[src/rtl/uart_rx_framed.sv]
// UART receiver with configurable data width, optional parity, 1/2 stop bits, and break detection.
// o_State exposes the FSM state for debug and checker binding.
module uart_rx_framed #(
  parameter int CLKS_PER_BIT = 87,
  parameter int DATA_BITS    = 8,
  parameter int PARITY_EN    = 0,
  parameter int PARITY_ODD   = 0,
  parameter int STOP_BITS    = 1
) (
  input  logic                 i_clock,
  input  logic                 i_reset,
  input  logic                 i_RX_Serial,
  output logic [DATA_BITS-1:0] o_RX_Byte,
  output logic                 o_RX_Done,
  output logic                 o_Parity_Err,
  output logic                 o_Frame_Err,
  output logic                 o_Break,
  output logic                 o_Busy,
  output logic [2:0]           o_State
);
  localparam int CNT_W = $clog2(CLKS_PER_BIT);
  localparam int IDX_W = $clog2(DATA_BITS);
  localparam logic [CNT_W-1:0] CNT_LAST  = CNT_W'(CLKS_PER_BIT - 1);
  localparam logic [CNT_W-1:0] CNT_HALF  = CNT_W'((CLKS_PER_BIT - 1) / 2);
  localparam logic [IDX_W-1:0] IDX_LAST  = IDX_W'(DATA_BITS - 1);
  localparam logic [IDX_W-1:0] STOP_LAST = IDX_W'(STOP_BITS - 1);

  typedef enum logic [2:0] {
    IDLE      = 3'd0,
    START     = 3'd1,
    DATA      = 3'd2,
    PARITY    = 3'd3,
    STOP      = 3'd4,
    WAIT_HIGH = 3'd5,
    CLEANUP   = 3'd6
  } state_t;

  state_t               state_q, state_d;
  logic                 rx_meta_q, rx_meta_d;
  logic                 rx_s_q, rx_s_d;
  logic [CNT_W-1:0]     cnt_q, cnt_d;
  logic [IDX_W-1:0]     idx_q, idx_d;
  logic [DATA_BITS-1:0] shift_q, shift_d;
  logic                 par_bit_q, par_bit_d;
  logic                 ferr_acc_q, ferr_acc_d;
  logic                 first_stop_q, first_stop_d;
  logic [DATA_BITS-1:0] byte_q, byte_d;
  logic                 done_q, done_d;
  logic                 perr_q, perr_d;
  logic                 ferr_q, ferr_d;
  logic                 brk_q, brk_d;
  logic                 cnt_last;
  logic                 first_stop_now;

  always_comb begin
    state_d        = state_q;
    rx_meta_d      = i_RX_Serial;
    rx_s_d         = rx_meta_q;
    cnt_d          = cnt_q;
    idx_d          = idx_q;
    shift_d        = shift_q;
    par_bit_d      = par_bit_q;
    ferr_acc_d     = ferr_acc_q;
    first_stop_d   = first_stop_q;
    byte_d         = byte_q;
    done_d         = 1'b0;
    perr_d         = perr_q;
    ferr_d         = ferr_q;
    brk_d          = brk_q;
    cnt_last       = (cnt_q == CNT_LAST);
    first_stop_now = (idx_q == '0) ? rx_s_q : first_stop_q;

    case (state_q)
      IDLE: begin
        cnt_d      = '0;
        idx_d      = '0;
        ferr_acc_d = 1'b0;
        par_bit_d  = 1'b0;
        if (!rx_s_q) state_d = START;
      end
      START: begin
        // a start bit that is high again at mid-bit was a glitch
        if (cnt_q == CNT_HALF) begin
          cnt_d   = '0;
          state_d = rx_s_q ? IDLE : DATA;
        end else begin
          cnt_d = cnt_q + CNT_W'(1);
        end
      end
      DATA: begin
        if (cnt_last) begin
          cnt_d   = '0;
          shift_d = {rx_s_q, shift_q[DATA_BITS-1:1]};
          if (idx_q == IDX_LAST) begin
            idx_d   = '0;
            state_d = (PARITY_EN != 0) ? PARITY : STOP;
          end else begin
            idx_d = idx_q + IDX_W'(1);
          end
        end else begin
          cnt_d = cnt_q + CNT_W'(1);
        end
      end
      PARITY: begin
        if (cnt_last) begin
          cnt_d     = '0;
          par_bit_d = rx_s_q;
          state_d   = STOP;
        end else begin
          cnt_d = cnt_q + CNT_W'(1);
        end
      end
      STOP: begin
        if (cnt_last) begin
          cnt_d        = '0;
          ferr_acc_d   = ferr_acc_q | ~rx_s_q;
          first_stop_d = first_stop_now;
          if (idx_q == STOP_LAST) begin
            // results land together with the one-cycle done pulse
            idx_d   = '0;
            done_d  = 1'b1;
            byte_d  = shift_q;
            perr_d  = (PARITY_EN != 0) && ((^shift_q ^ par_bit_q) != (PARITY_ODD != 0));
            ferr_d  = ferr_acc_q | ~rx_s_q;
            brk_d   = (shift_q == '0) && !par_bit_q && !first_stop_now;
            state_d = rx_s_q ? CLEANUP : WAIT_HIGH;
          end else begin
            idx_d = idx_q + IDX_W'(1);
          end
        end else begin
          cnt_d = cnt_q + CNT_W'(1);
        end
      end
      WAIT_HIGH: begin
        if (rx_s_q) state_d = CLEANUP;
      end
      CLEANUP: begin
        state_d = IDLE;
      end
      default: begin
        state_d = IDLE;
      end
    endcase
  end

  always_ff @(posedge i_clock or posedge i_reset) begin
    if (i_reset) begin
      state_q      <= IDLE;
      rx_meta_q    <= 1'b1;
      rx_s_q       <= 1'b1;
      cnt_q        <= '0;
      idx_q        <= '0;
      shift_q      <= '0;
      par_bit_q    <= 1'b0;
      ferr_acc_q   <= 1'b0;
      first_stop_q <= 1'b0;
      byte_q       <= '0;
      done_q       <= 1'b0;
      perr_q       <= 1'b0;
      ferr_q       <= 1'b0;
      brk_q        <= 1'b0;
    end else begin
      state_q      <= state_d;
      rx_meta_q    <= rx_meta_d;
      rx_s_q       <= rx_s_d;
      cnt_q        <= cnt_d;
      idx_q        <= idx_d;
      shift_q      <= shift_d;
      par_bit_q    <= par_bit_d;
      ferr_acc_q   <= ferr_acc_d;
      first_stop_q <= first_stop_d;
      byte_q       <= byte_d;
      done_q       <= done_d;
      perr_q       <= perr_d;
      ferr_q       <= ferr_d;
      brk_q        <= brk_d;
    end
  end

  assign o_RX_Byte    = byte_q;
  assign o_RX_Done    = done_q;
  assign o_Parity_Err = perr_q;
  assign o_Frame_Err  = ferr_q;
  assign o_Break      = brk_q;
  assign o_Busy       = (state_q != IDLE);
  assign o_State      = state_q;
endmodule
[config.mk]
export PLATFORM = sky130hd
export DESIGN_NAME = uart_rx_framed
export DESIGN_NICKNAME = d
export VERILOG_FILES = /design/src/rtl/uart_rx_framed.sv
export SDC_FILE = /design/constraint.sdc
export NUM_CORES = 1
export LEC_CHECK = 0
export BUFFER_PORTS_ARGS = -buffer_cell sky130_fd_sc_hd__buf_2
export CAP_MARGIN = 15
export CORE_UTILIZATION = 57
export DETAILED_ROUTE_END_ITERATION = 16
export GPL_TIMING_DRIVEN = 0
export MAX_ROUTING_LAYER = met4
export PLACE_DENSITY = 0.75
export RECOVER_POWER = 100
export SYNTH_ARGS = -nofsm -noshare
export SYNTH_HDL_FRONTEND = slang
export SYNTH_SLANG_ARGS = --single-unit
[constraint.sdc]
create_clock -name i_clock -period 2.65 [get_ports i_clock]
set_clock_uncertainty 0.2 [all_clocks]
set_input_delay 0.1325 -clock i_clock [delete_from_list [all_inputs] [get_ports i_clock]]
set_output_delay 0.1325 -clock i_clock [all_outputs]
set_load 0.1 [all_outputs]
# Yosys cells after proc, flatten, opt, wreduce, memory -nomap -nowiden

Index checks and enable logic that the tools add are counted.

Register bits after elaboration: 37
Input bits: 3
Output and inout bits: 16
Logic and storage cells: 80

$add $sub $neg: 2
Equality and inequality tests: 16
Muxes and demuxes: 27
Bitwise operators: 2
Reduce and logical (&&, ||, !) cells: 20

Operator list:

| cell                                                 | count |
|---|---|
| two-way mux 3 bit                                    | 12 |
| one-hot mux 7 bit (3 select lines)                   | 1 |
| one-hot mux 3 bit (6 select lines)                   | 1 |
| != test 2 bit (second input constant)                | 8 |
| two-way mux 7 bit                                    | 2 |
| equality test 3 bit (second input constant)          | 3 |
| one-hot mux 3 bit (3 select lines)                   | 1 |
| nonzero test 3 bit                                   | 3 |
| logical NOT 8 bit                                    | 1 |
| AND reduction 2 bit                                  | 4 |
| AND reduction 8 bit                                  | 1 |
| adder 7 x 1 -> 7 bit (second input constant)         | 1 |
| equality test 7 x 6 -> 1 bit (second input constant) | 1 |
| equality test 7 bit (second input constant)          | 1 |
| equality test 3 x 2 -> 1 bit (second input constant) | 2 |
| logical NOT 3 bit                                    | 2 |
| two-way mux 1 bit                                    | 6 |
| AND reduction 3 bit                                  | 2 |
| two-way mux 2 bit                                    | 2 |
| one-hot mux 1 bit (2 select lines)                   | 2 |
| nonzero test 2 bit                                   | 2 |
| adder 3 x 1 -> 3 bit (second input constant)         | 1 |
| equality test 3 x 1 -> 1 bit (second input constant) | 1 |
| OR reduction 3 bit                                   | 1 |
| other kinds (4)                                      | 6 |

# Depth between registers and ports, before layout

Gate-level depths: netlist of run 1.

Depth in word-level cells: 4
Depth in mapped cells: 8

# Worst setup path before layout of run 1

Ideal clock, no wire load.

Path kind: reg-to-reg
Start point: reg state_q[0] (netlist: o_State[0])
End point: reg ferr_acc_q
Library setup time: 0.127 ns
Arrival: 2.325 ns
Slack: -0.002 ns
Stages on the path, launching flop included: 5
Path buffers: 1
Period minus slack after synthesis: 2.652 ns
Cells stage by stage: dfrtp_1 -> buf_2 -> inv_1 -> nand3_1 -> o21a_1

Longest elaborated chain between the ends: 3
Elaborated cells on any way between the ends: 6
Classes of those cells: 2 x eq/ne; 1 x mux; 3 x reduce/logical

RTL lines:

| element                                                              | line | text |
|---|---|---|
| start, declared                                                      | 38   | `state_t state_q, state_d;` |
| start signal, assigned                                               | 163  | `state_q <= state_d;` |
| equality test 3 bit or logical NOT 3 bit (tied branches)             | 73   | `case (state_q)` |
| != test 2 bit (no source line) or nonzero test 2 bit (tied branches) | -    |  |
| AND reduction 2 bit (no source line)                                 | -    |  |
| end signal, assigned                                                 | 170  | `ferr_acc_q <= ferr_acc_d;` |
| end, declared                                                        | 45   | `logic ferr_acc_q, ferr_acc_d;` |

Parallel ways exist; a longest one is shown, timed or not.
A chain may end at the register's enable or synchronous reset.

# Worst setup path in the final report of run 1

Start point: reg cnt_q[0]
End point: reg byte_q[1] (netlist: o_RX_Byte[1])

Longest elaborated chain between the ends: 2

RTL lines:

| element                              | line | text |
|---|---|---|
| start, declared                      | 41   | `logic [CNT_W-1:0] cnt_q, cnt_d;` |
| start signal, assigned               | 166  | `cnt_q <= cnt_d;` |
| equality test 7 bit                  | 70   | `cnt_last = (cnt_q == CNT_LAST);` |
| AND reduction 3 bit (no source line) | -    |  |
| end signal, assigned                 | 172  | `byte_q <= byte_d;` |
| end, declared                        | 47   | `logic [DATA_BITS-1:0] byte_q, byte_d;` |

No other way between the ends.

==> out/results.ini, run 1 <==
[worst_setup_path]
worstSetupEndpointType=register
r2r-start=cnt_q[0]$_DFFE_PP0P_
r2r_slack_ns=0.30
start_kind=register
worstSetupPathType=reg -> reg
path_max_fanout=9
critPathLaunch=cnt_q[0]$_DFFE_PP0P_
arrival_ns=2.38
crit_required_ns=2.68

[timing]
hold_viol=0
rsz0062_at_grt=false
setup_slack_ns=0.303
slew-limit-headroom_pct=21.5
tightest_slew_ns=1.18
min_period_over_period_pct=88.6
slew_violations=0
fmaxAchievable_mhz=426
setup_violations=0
finalCriticalPeriod_ns=2.35
finalSetupTns_ns=0

[final_layout]
final_net_count=201
fin_area_um2=2020
drive_gt1_share_pct=18.0
layout_commonest_cell=dfrtp_1
antenna_cells=0
area_growth_pct=10.7
layout_common_cells=34 x dfrtp_1, 22 x clkbuf_1, 13 x nor2_1, 13 x o21ai_0, 13 x mux2_2
num-fill-cells=268

[synthesis]
syn_area_um2=1830
avgSynthCellArea_um2=11.0
synth_edf_count=0
synth_top_cells_by_area=dfrtp_1 47%, mux2_2 8.0%, o21ai_0 3.6%
synth.largest_area_cell=dfrtp_1
synth_nets=174
synth_top_cell_area_share_pct=46.5
synth.yosys.seq_area_share_pct=49.4
ys_ff_latch=36
synth_warnings=0
ys.flop_type=dfrtp_1
synthArstFlopShare_pct=100
synthCells=166
ys_types=46

[global_routing]
grt_max_degree=22
grt_pass1_wl_um=6070
first_global_vias=1318
grt_usage_pct=24.8
grt.overflow.total=0
antenna_found_initial=0

[clock_tree]
root_buffer=clkbuf_4
numCtsBuffers=5
cts_sinks=36
clock_latency_ns=0.34
cts.clk_slew.worst_paths_ns=0.11
htree_num_levels=2
cts_buffer_depth=2
cts_tree=yes
ctsResizeCount=0

[power_and_ir_drop]
vdd_drop_max_v=0.000531
power.density_nw_per_um2=780
total_leakage_power_nw=0.906

[route]
drt-initial-drc-count=42
drc_errors=0
vias_per_cell=5.77
wl_um=3560
firstDrtPassIters=4
dr_total_vias=1373
detail_route.wl_per_cell_um=14.9
antenna_left=0

[placed_design]
routabilityCongestion=0.941
dpl.hpwl_um=2550
port_buffers=17
postPlaceCellArea_um2=1990
dp_slack_ns=0.329

[floorplanning]
rows=20
floorplan.die_area_um2=3440
ios=19
core_area_um2=3050
start_util_pct=59.9
die_x_um=58.6
die_h_um=58.6

[worst_hold_path]
min_from=rx_meta_q$_DFF_PP1_
hold_path_class=reg -> reg

[run_status]
status=completed

[run]
drv_cap=0

==> timing repair <==
action / in CTS / in global routing
buffers inserted: 0 / 0
setup endpoints to repair: 0 / 0
hold buffers: 2 / 0
hold endpoints to repair: 21 / 0
==> synth_stat cells (3+ instances only) <==
library cell  instances
a21oi_1               4
clkbuf_1              4
dfrtp_1              34
ha_1                  5
inv_1                10
mux2_2               13
mux2_4                4
nand2_1              10
nand3_1               5
nor2_1               13
nor3_1                4
nor4_1                3
o21ai_0              13
o31ai_1               3
xor2_1                3
==> worst paths after layout <==
path,to,cells after the start
min in group asynchronous,o_RX_Byte[5]$_DFFE_PP0P_,3
worst min-delay path,rx_s_q$_DFF_PP1_,0
worst max-delay path,o_RX_Byte[1]$_DFFE_PP0P_,7
worst min register to register,rx_s_q$_DFF_PP1_,0
max in group asynchronous,o_RX_Byte[0]$_DFFE_PP0P_,4
worst max register to register,o_RX_Byte[1]$_DFFE_PP0P_,7
==> sequential cells by signal, indices dropped and copies added, names as in the netlist, 3 cells and up <==
signal     count
o_State        3
shift_q        8
cnt_q          7
idx_q          3
o_RX_Byte      8
==> stage by stage <==
stage,std cells,util (%),hold WS (ns),total power (W)
CTS,238,68.3,0.182,0.00160
finish,238,66.3,0.182,0.00158
global route,238,66.3,0.184,0.00166
floorplan,166,-,-0.0630,0.00110
global placement,227,64.6,0.0377,0.00120
detailed placement,228,65.1,0.0486,0.00121
==> cells by family (layout without fill, tap and decap cells) <==
family | after synthesis | count (layout) | synth area share, %
adders and majority gates | 6 | 6 | 4.04
buffers and inverters | 18 | 46 | 4.45
and+or+nand+nor | 48 | 48 | 15.0
DFF | 36 | 36 | 49.4
other | 1 | 1 | 0.205
muxes | 18 | 18 | 11.8
AOI/OAI and AO/OA | 34 | 34 | 12.7
xor gates and xnor gates | 5 | 5 | 2.40
==> report_power, final <==
group / internal [W] / total (W) / leakage, nW / switching, W
Sequential: 0.000589 / 0.000639 / 0.489 / 0.0000505
Combinational: 0.000150 / 0.000554 / 0.374 / 0.000404
Clock: 0.000198 / 0.000385 / 0.0422 / 0.000187
==> critical path: stages, from the launching register on <==
cell	delay [ns]
dfrtp_1	0.41
inv_1	0.10
ha_1	0.15
nand2_1	0.08
or2_4	0.29
nor4_4	0.45
buf_6	0.21
mux2_1	0.34
==> metal layers <==
metal / vias to the layer above / global-route usage [%] / part of all wire [%]
li1: 647 / - / -
met2: 57 / 37.6 / 49
met5: - / - / 0
met4: 0 / 7.82 / 0.76
met3: 4 / 7.25 / 5.3
met1: 665 / 32.4 / 45
==> final cells by class <==
cell class	instances	area [µm²]	share of cell area [%]
clock buffers	6	41.3	2.04
clock inverters	2	35.0	1.73
flip-flops and latches	36	903	44.6
inverters	10	37.5	1.85
repair buffers	20	91.3	4.51
multi-input cells	112	820	40.5
well taps	44	55.1	2.72
plain buffers	8	41.3	2.04
(Power assumes the default switching activity.)
==> run 2: changes to the inputs <==
--- a/config.mk
+++ b/config.mk
@@ -10,7 +10,6 @@
 export CORE_UTILIZATION = 57
 export DETAILED_ROUTE_END_ITERATION = 16
 export GPL_TIMING_DRIVEN = 0
-export MAX_ROUTING_LAYER = met4
 export PLACE_DENSITY = 0.75
 export RECOVER_POWER = 100
 export SYNTH_ARGS = -nofsm -noshare
==> out/results.ini, run 2 (synthesis results as in run 1) <==
[worst_setup_path]
r2r_end=o_RX_Byte[1]$_DFFE_PP0P_  ; unchanged
crit_required_ns=2.68  ; about the same
path_max_fanout=9  ; unchanged
arrival_ns=2.38  ; about the same
r2r_slack_ns=0.30  ; about the same
worstSetupEndpointType=register  ; unchanged
r2r-start=cnt_q[0]$_DFFE_PP0P_  ; unchanged
start_kind=register  ; unchanged
rr_worst_depth=7  ; unchanged
worstSetupPathType=reg -> reg  ; unchanged

[final_layout]
layout_common_cells=34 x dfrtp_1, 22 x clkbuf_1, 13 x nor2_1, 13 x o21ai_0, 13 x mux2_2  ; unchanged
num-fill-cells=268  ; unchanged
area_growth_pct=10.7  ; unchanged
final_net_count=201  ; unchanged
antenna_cells=0  ; unchanged
fin_cells=238  ; unchanged
drive_gt1_share_pct=18.0  ; unchanged
layout_commonest_cell=dfrtp_1  ; unchanged

[timing]
finalCriticalPeriod_ns=2.35  ; about the same
tightest_slew_ns=1.18  ; unchanged
min_period_over_period_pct=88.7  ; was 88.6%
slew_violations=0  ; unchanged
fmaxAchievable_mhz=425  ; was 426 MHz
hold_viol=0  ; unchanged
slew-limit-headroom_pct=21.5  ; unchanged
rsz0062_at_grt=false  ; unchanged
setup_violations=0  ; unchanged
finalSetupTns_ns=0  ; unchanged

[worst_hold_path]
min_from=rx_meta_q$_DFF_PP1_  ; unchanged
worstHoldEndpoint=rx_s_q$_DFF_PP1_  ; unchanged
worstHoldPathCells=0  ; unchanged
hold_path_class=reg -> reg  ; unchanged

[floorplanning]
die_h_um=58.6  ; unchanged
die_x_um=58.6  ; unchanged
start_util_pct=59.9  ; unchanged
core_area_um2=3050  ; unchanged
ios=19  ; unchanged
rows=20  ; unchanged
floorplan.die_area_um2=3440  ; unchanged

[run_status]
status=completed  ; unchanged

[run]
drv_cap=0  ; unchanged

[clock_tree]
htree_num_levels=2  ; unchanged
numCtsBuffers=5  ; unchanged
root_buffer=clkbuf_4  ; unchanged
cts_setup_buffers=0  ; unchanged
cts_buffer_depth=2  ; unchanged
cts.clk_slew.worst_paths_ns=0.11  ; about the same
clock_latency_ns=0.34  ; about the same
cts_tree=yes  ; unchanged
cts_sinks=36  ; unchanged

[route]
wl_met2_um=1720  ; was 1730 µm
dr_total_vias=1364  ; was 1,373
detail_route.wl_per_cell_um=15.0  ; was 14.9 µm
drt-initial-drc-count=47  ; was 42
routed-wl-met3_um=178  ; was 190 µm
firstDrtPassIters=4  ; unchanged
m1WireLength_um=1650  ; was 1610 µm
wl_um=3570  ; was 3560 µm
vias_per_cell=5.73  ; was 5.77
top_layer_used=met4  ; unchanged
antenna_left=0  ; unchanged
drc_errors=0  ; unchanged

[placed_design]
dpl.hpwl_um=2550  ; unchanged
place_inst=228  ; unchanged
routabilityCongestion=0.925  ; was 0.941
port_buffers=17  ; unchanged

[global_routing]
first_global_vias=1316  ; was 1,318
grt_usage_pct=24.1  ; was 24.8%
grt_max_degree=22  ; unchanged
grt.overflow.total=0  ; unchanged
grt_pass1_wl_um=6070  ; unchanged
antenna_found_initial=0  ; unchanged

[power_and_ir_drop]
vdd_drop_max_v=0.000533  ; was 0.000531 V
total_leakage_power_nw=0.906  ; unchanged
power.density_nw_per_um2=780  ; about the same

[run 2: per-layer routing]
layer	up-vias	track usage [%]
li1	644	-
met1	663	32.4
met2	53	37.6
met3	4	7.25
met4	0	7.82
met5	-	0
[run 2: metrics by stage]
step / area [µm²] / utilization (%) / setup slack, ns / power [W] / hold slack, ns
global route: 2020 / 66.3 / 0.197 / 0.00166 / 0.184
global placement: 1970 / 64.6 / 0.380 / 0.00120 / 0.0377
floorplan: 1830 / - / 0.219 / 0.00110 / -0.0630
finish: 2020 / 66.3 / 0.298 / 0.00158 / 0.180
detailed placement: 1990 / 65.1 / 0.329 / 0.00121 / 0.0486
CTS: 2080 / 68.3 / 0.313 / 0.00160 / 0.182
[run 2: timing repair]
item / in CTS / in global routing
gates resized for setup: 0 / 0
hold endpoints to repair: 21 / 0
hold buffers: 2 / 0
[run 2: area by class of cell]
class,count,area (µm²),area share (%)
Sequential cell,36,903,44.6
Multi-Input combinational cell,112,820,40.5
Timing Repair Buffer,20,91.3,4.51
Tap cell,44,55.1,2.72
Clock buffer,6,41.3,2.04
Buffer,8,41.3,2.04
Inverter,10,37.5,1.85
Clock inverter,2,35.0,1.73
[run 2: worst max-delay path by stage]
stage	start	endpoint	slack (ns)	cells after the start
global route	o_State[0]$_DFFE_PP0P_	o_Busy	0.20	4
CTS	cnt_q[0]$_DFFE_PP0P_	o_RX_Byte[1]$_DFFE_PP0P_	0.31	7
global placement	cnt_q[0]$_DFFE_PP0P_	o_RX_Byte[2]$_DFFE_PP0P_	0.38	7
floorplan	o_State[1]$_DFFE_PP0P_	o_State[1]$_DFFE_PP0P_	0.22	5
finish	cnt_q[0]$_DFFE_PP0P_	o_RX_Byte[1]$_DFFE_PP0P_	0.30	7
detailed placement	cnt_q[0]$_DFFE_PP0P_	o_RX_Byte[1]$_DFFE_PP0P_	0.33	7
[run 2: where the power goes]
| part | leakage, nW | switching, W | total (W) | internal, W |
|---|---|---|---|---|
| Clock | 0.0422 | 0.000187 | 0.000385 | 0.000198 |
| Sequential | 0.489 | 0.0000510 | 0.000640 | 0.000589 |
| Combinational | 0.374 | 0.000404 | 0.000554 | 0.000150 |
| Total | 0.906 | 0.000642 | 0.00158 | 0.000936 |
[run 2: critical path, cell delays in order, from the launching register on]
cell and delay (ns):
dfrtp_1 0.41, inv_1 0.10, ha_1 0.15, nand2_1 0.09
or2_4 0.29, nor4_4 0.45, buf_6 0.21, mux2_1 0.34
==> run 3: changes to the inputs <==
--- a/config.mk
+++ b/config.mk
@@ -5,10 +5,11 @@
 export SDC_FILE = /design/constraint.sdc
 export NUM_CORES = 1
 export LEC_CHECK = 0
-export BUFFER_PORTS_ARGS = -buffer_cell sky130_fd_sc_hd__buf_2
 export CAP_MARGIN = 15
-export CORE_UTILIZATION = 57
+export CORE_ASPECT_RATIO = 0.7
+export CORE_UTILIZATION = 62
 export DETAILED_ROUTE_END_ITERATION = 16
+export DONT_BUFFER_PORTS = 1
 export GPL_TIMING_DRIVEN = 0
 export PLACE_DENSITY = 0.75
 export RECOVER_POWER = 100
==> out/results.ini, run 3 (synthesis results as in run 1) <==
[worst_setup_path]
path_max_fanout=7  ; was 9
worstSetupPathType=reg -> reg  ; unchanged
arrival_ns=2.42  ; was 2.38 ns
crit_chain=nand2b_1 > o22a_1 > nor2_1 > a221oi_1 > a22o_1  ; was inv_1 > ha_1 > nand2_1 > or2_4 > nor4_4 > buf_6 > mux2_1
r2r_slack_ns=0.21  ; was 0.30 ns
crit_required_ns=2.63  ; was 2.68 ns
rr_worst_depth=5  ; was 7
path_delay_family=flip-flops  ; was simple AND/OR/NAND/NOR gates
r2r_end=o_State[0]$_DFFE_PP0P_  ; was o_RX_Byte[1]$_DFFE_PP0P_
critPathMaxStageDelay_ns=0.78  ; was 0.45 ns
critical-path-slowest-cell=dfrtp_2  ; was nor4_4
start_kind=register  ; unchanged
r2r-start=o_State[1]$_DFFE_PP0P_  ; was cnt_q[0]$_DFFE_PP0P_
crit_buf_inv=0  ; was 2
worstSetupEndpointType=register  ; unchanged

[clock_tree]
cts.clk_slew.worst_paths_ns=0.08  ; was 0.11 ns
htree_num_levels=2  ; unchanged
numCtsBuffers=5  ; unchanged
cts_tree=yes  ; unchanged
clock_latency_ns=0.29  ; was 0.34 ns
cts_sinks=36  ; unchanged
cts_setup_buffers=0  ; unchanged
root_buffer=clkbuf_8  ; was clkbuf_4
cts_buffer_depth=2  ; unchanged

[floorplanning]
ios=19  ; unchanged
start_util_pct=65.2  ; was 59.9%
core_area_um2=2800  ; was 3050 µm²
floorplan.die_area_um2=3170  ; was 3440 µm²
die_x_um=66.9  ; was 58.6 µm
rows=16  ; was 20
die_h_um=47.4  ; was 58.6 µm

[power_and_ir_drop]
p_clk_share_pct=28.7  ; was 24.4%
total_leakage_power_nw=0.889  ; was 0.906 nW
power.density_nw_per_um2=842  ; was 780 nW/µm²
p_sw_share_pct=39.7  ; was 40.7%
p_switching_w=0.000664  ; was 0.000642 W
vdd_drop_max_v=0.000498  ; was 0.000533 V
share_comb_of_total_power_pct=26.6  ; was 35.1%
intPower_w=0.00101  ; was 0.000936 W
pwr-share-seq_pct=44.7  ; was 40.5%

[global_routing]
first_global_vias=1178  ; was 1,316
grt.overflow.total=0  ; unchanged
grt_max_degree=24  ; was 22
antenna_found_initial=0  ; unchanged
grt_pass1_wl_um=5900  ; was 6070 µm
grt_usage_pct=26.4  ; was 24.1%

[timing]
fmaxAchievable_mhz=410  ; was 425 MHz
setup_violations=0  ; unchanged
finalSetupTns_ns=0  ; unchanged
hold_viol=0  ; unchanged
slew-limit-headroom_pct=19.8  ; was 21.5%
holdWs_ns=0.113  ; was 0.180 ns
tightest_slew_ns=1.20  ; was 1.18 ns
finalCriticalPeriod_ns=2.44  ; was 2.35 ns
slew_violations=0  ; unchanged
rsz0062_at_grt=false  ; unchanged
min_period_over_period_pct=92.1  ; was 88.7%

[run_status]
status=completed  ; unchanged

[placed_design]
place_inst=203  ; was 228
dpl.hpwl_um=2570  ; was 2550 µm
port_buffers=0  ; was 17
routabilityCongestion=0.927  ; was 0.925

[final_layout]
layout_commonest_cell=dfrtp_1  ; unchanged
fin_cells=213  ; was 238
antenna_cells=0  ; unchanged
final_net_count=184  ; was 201
num-fill-cells=206  ; was 268
layout_common_cells=31 x dfrtp_1, 13 x nor2_1, 13 x o21ai_0, 13 x mux2_2  ; was 34 x dfrtp_1, 22 x clkbuf_1, 13 x nor2_1, 13 x o21ai_0, 13 x mux2_2
drive_gt1_share_pct=20.9  ; was 18.0%
area_growth_pct=8.69  ; was 10.7%

[run]
drv_cap=0  ; unchanged

[route]
drc_errors=0  ; unchanged
firstDrtPassIters=4  ; unchanged
antenna_left=0  ; unchanged
dr_total_vias=1305  ; was 1,364
drt-initial-drc-count=146  ; was 47
wl_um=3610  ; was 3570 µm
detail_route.wl_per_cell_um=17.0  ; was 15.0 µm
vias_per_cell=6.13  ; was 5.73

[worst_hold_path]
hold_path_class=in -> async  ; was reg -> reg

-- run 3: worst max-delay path by stage --
| stage | start | cells after the start | end |
|---|---|---|---|
| floorplan | o_State[1]$_DFFE_PP0P_ | 5 | o_State[1]$_DFFE_PP0P_ |
| global placement | o_State[1]$_DFFE_PP0P_ | 5 | o_State[0]$_DFFE_PP0P_ |
| detailed placement | o_State[1]$_DFFE_PP0P_ | 5 | o_State[0]$_DFFE_PP0P_ |
| CTS | o_State[2]$_DFFE_PP0P_ | 5 | o_State[0]$_DFFE_PP0P_ |
| global route | o_State[0]$_DFFE_PP0P_ | 5 | o_State[1]$_DFFE_PP0P_ |
| finish | o_State[1]$_DFFE_PP0P_ | 5 | o_State[0]$_DFFE_PP0P_ |
-- run 3: final cells by class --
| cell class | count | area [µm²] | area share [%] |
|---|---|---|---|
| buffer | 8 | 42.5 | 2.14 |
| sequential | 36 | 907 | 45.7 |
| inverter | 10 | 37.5 | 1.89 |
| clock inverter | 3 | 42.5 | 2.14 |
| timing repair buffer | 3 | 23.8 | 1.20 |
| clock buffer | 5 | 68.8 | 3.46 |
| multi-input combinational | 112 | 820 | 41.2 |
| tap | 36 | 45.0 | 2.27 |
-- run 3: metal layers --
metal	global-route usage (%)	up-vias	wire (µm)
li1	-	610	-
met1	38.2	638	1800
met2	38.4	53	1540
met3	7.62	4	240
met4	8.94	0	32
met5	0	-	0
-- run 3: repair_timing --
action	4_1_cts	5_1_grt
setup endpoints to repair	13	3
hold buffers	2	0
endpoints found under the hold margin	14	0
gates resized for setup	2	1
pin swaps	0	0
-- run 3: worst reg2reg max path, stage by stage, from the launching register on --
cell and delay [ns]:
dfrtp_2 0.78, nand2b_1 0.32, o22a_1 0.27, nor2_1 0.35
a221oi_1 0.14, a22o_1 0.26
-- run 3: through the flow --
step | cell area (µm²) | worst slack [ns] | utilization, % | total power [W]
final | 1990 | 0.210 | 70.9 | 0.00167
after global routing | 1990 | 0.127 | 70.9 | 0.00174
after CTS | 2040 | 0.0615 | 72.8 | 0.00168
after detailed placement | 1910 | -0.128 | 68.0 | 0.00120
after global placement | 1880 | -0.119 | 67.0 | 0.00118
after floorplan | 1830 | 0.219 | - | 0.00110
-- run 3: power by group through the flow --
| stage | logic (W) | registers [W] | clock network (W) |
|---|---|---|---|
| floorplan | 0.000368 | 0.000735 | 0 |
| global placement | 0.000430 | 0.000748 | 0 |
| detailed placement | 0.000446 | 0.000751 | 0 |
| CTS | 0.000454 | 0.000746 | 0.000482 |
| global route | 0.000478 | 0.000753 | 0.000508 |
| finish | 0.000445 | 0.000747 | 0.000480 |
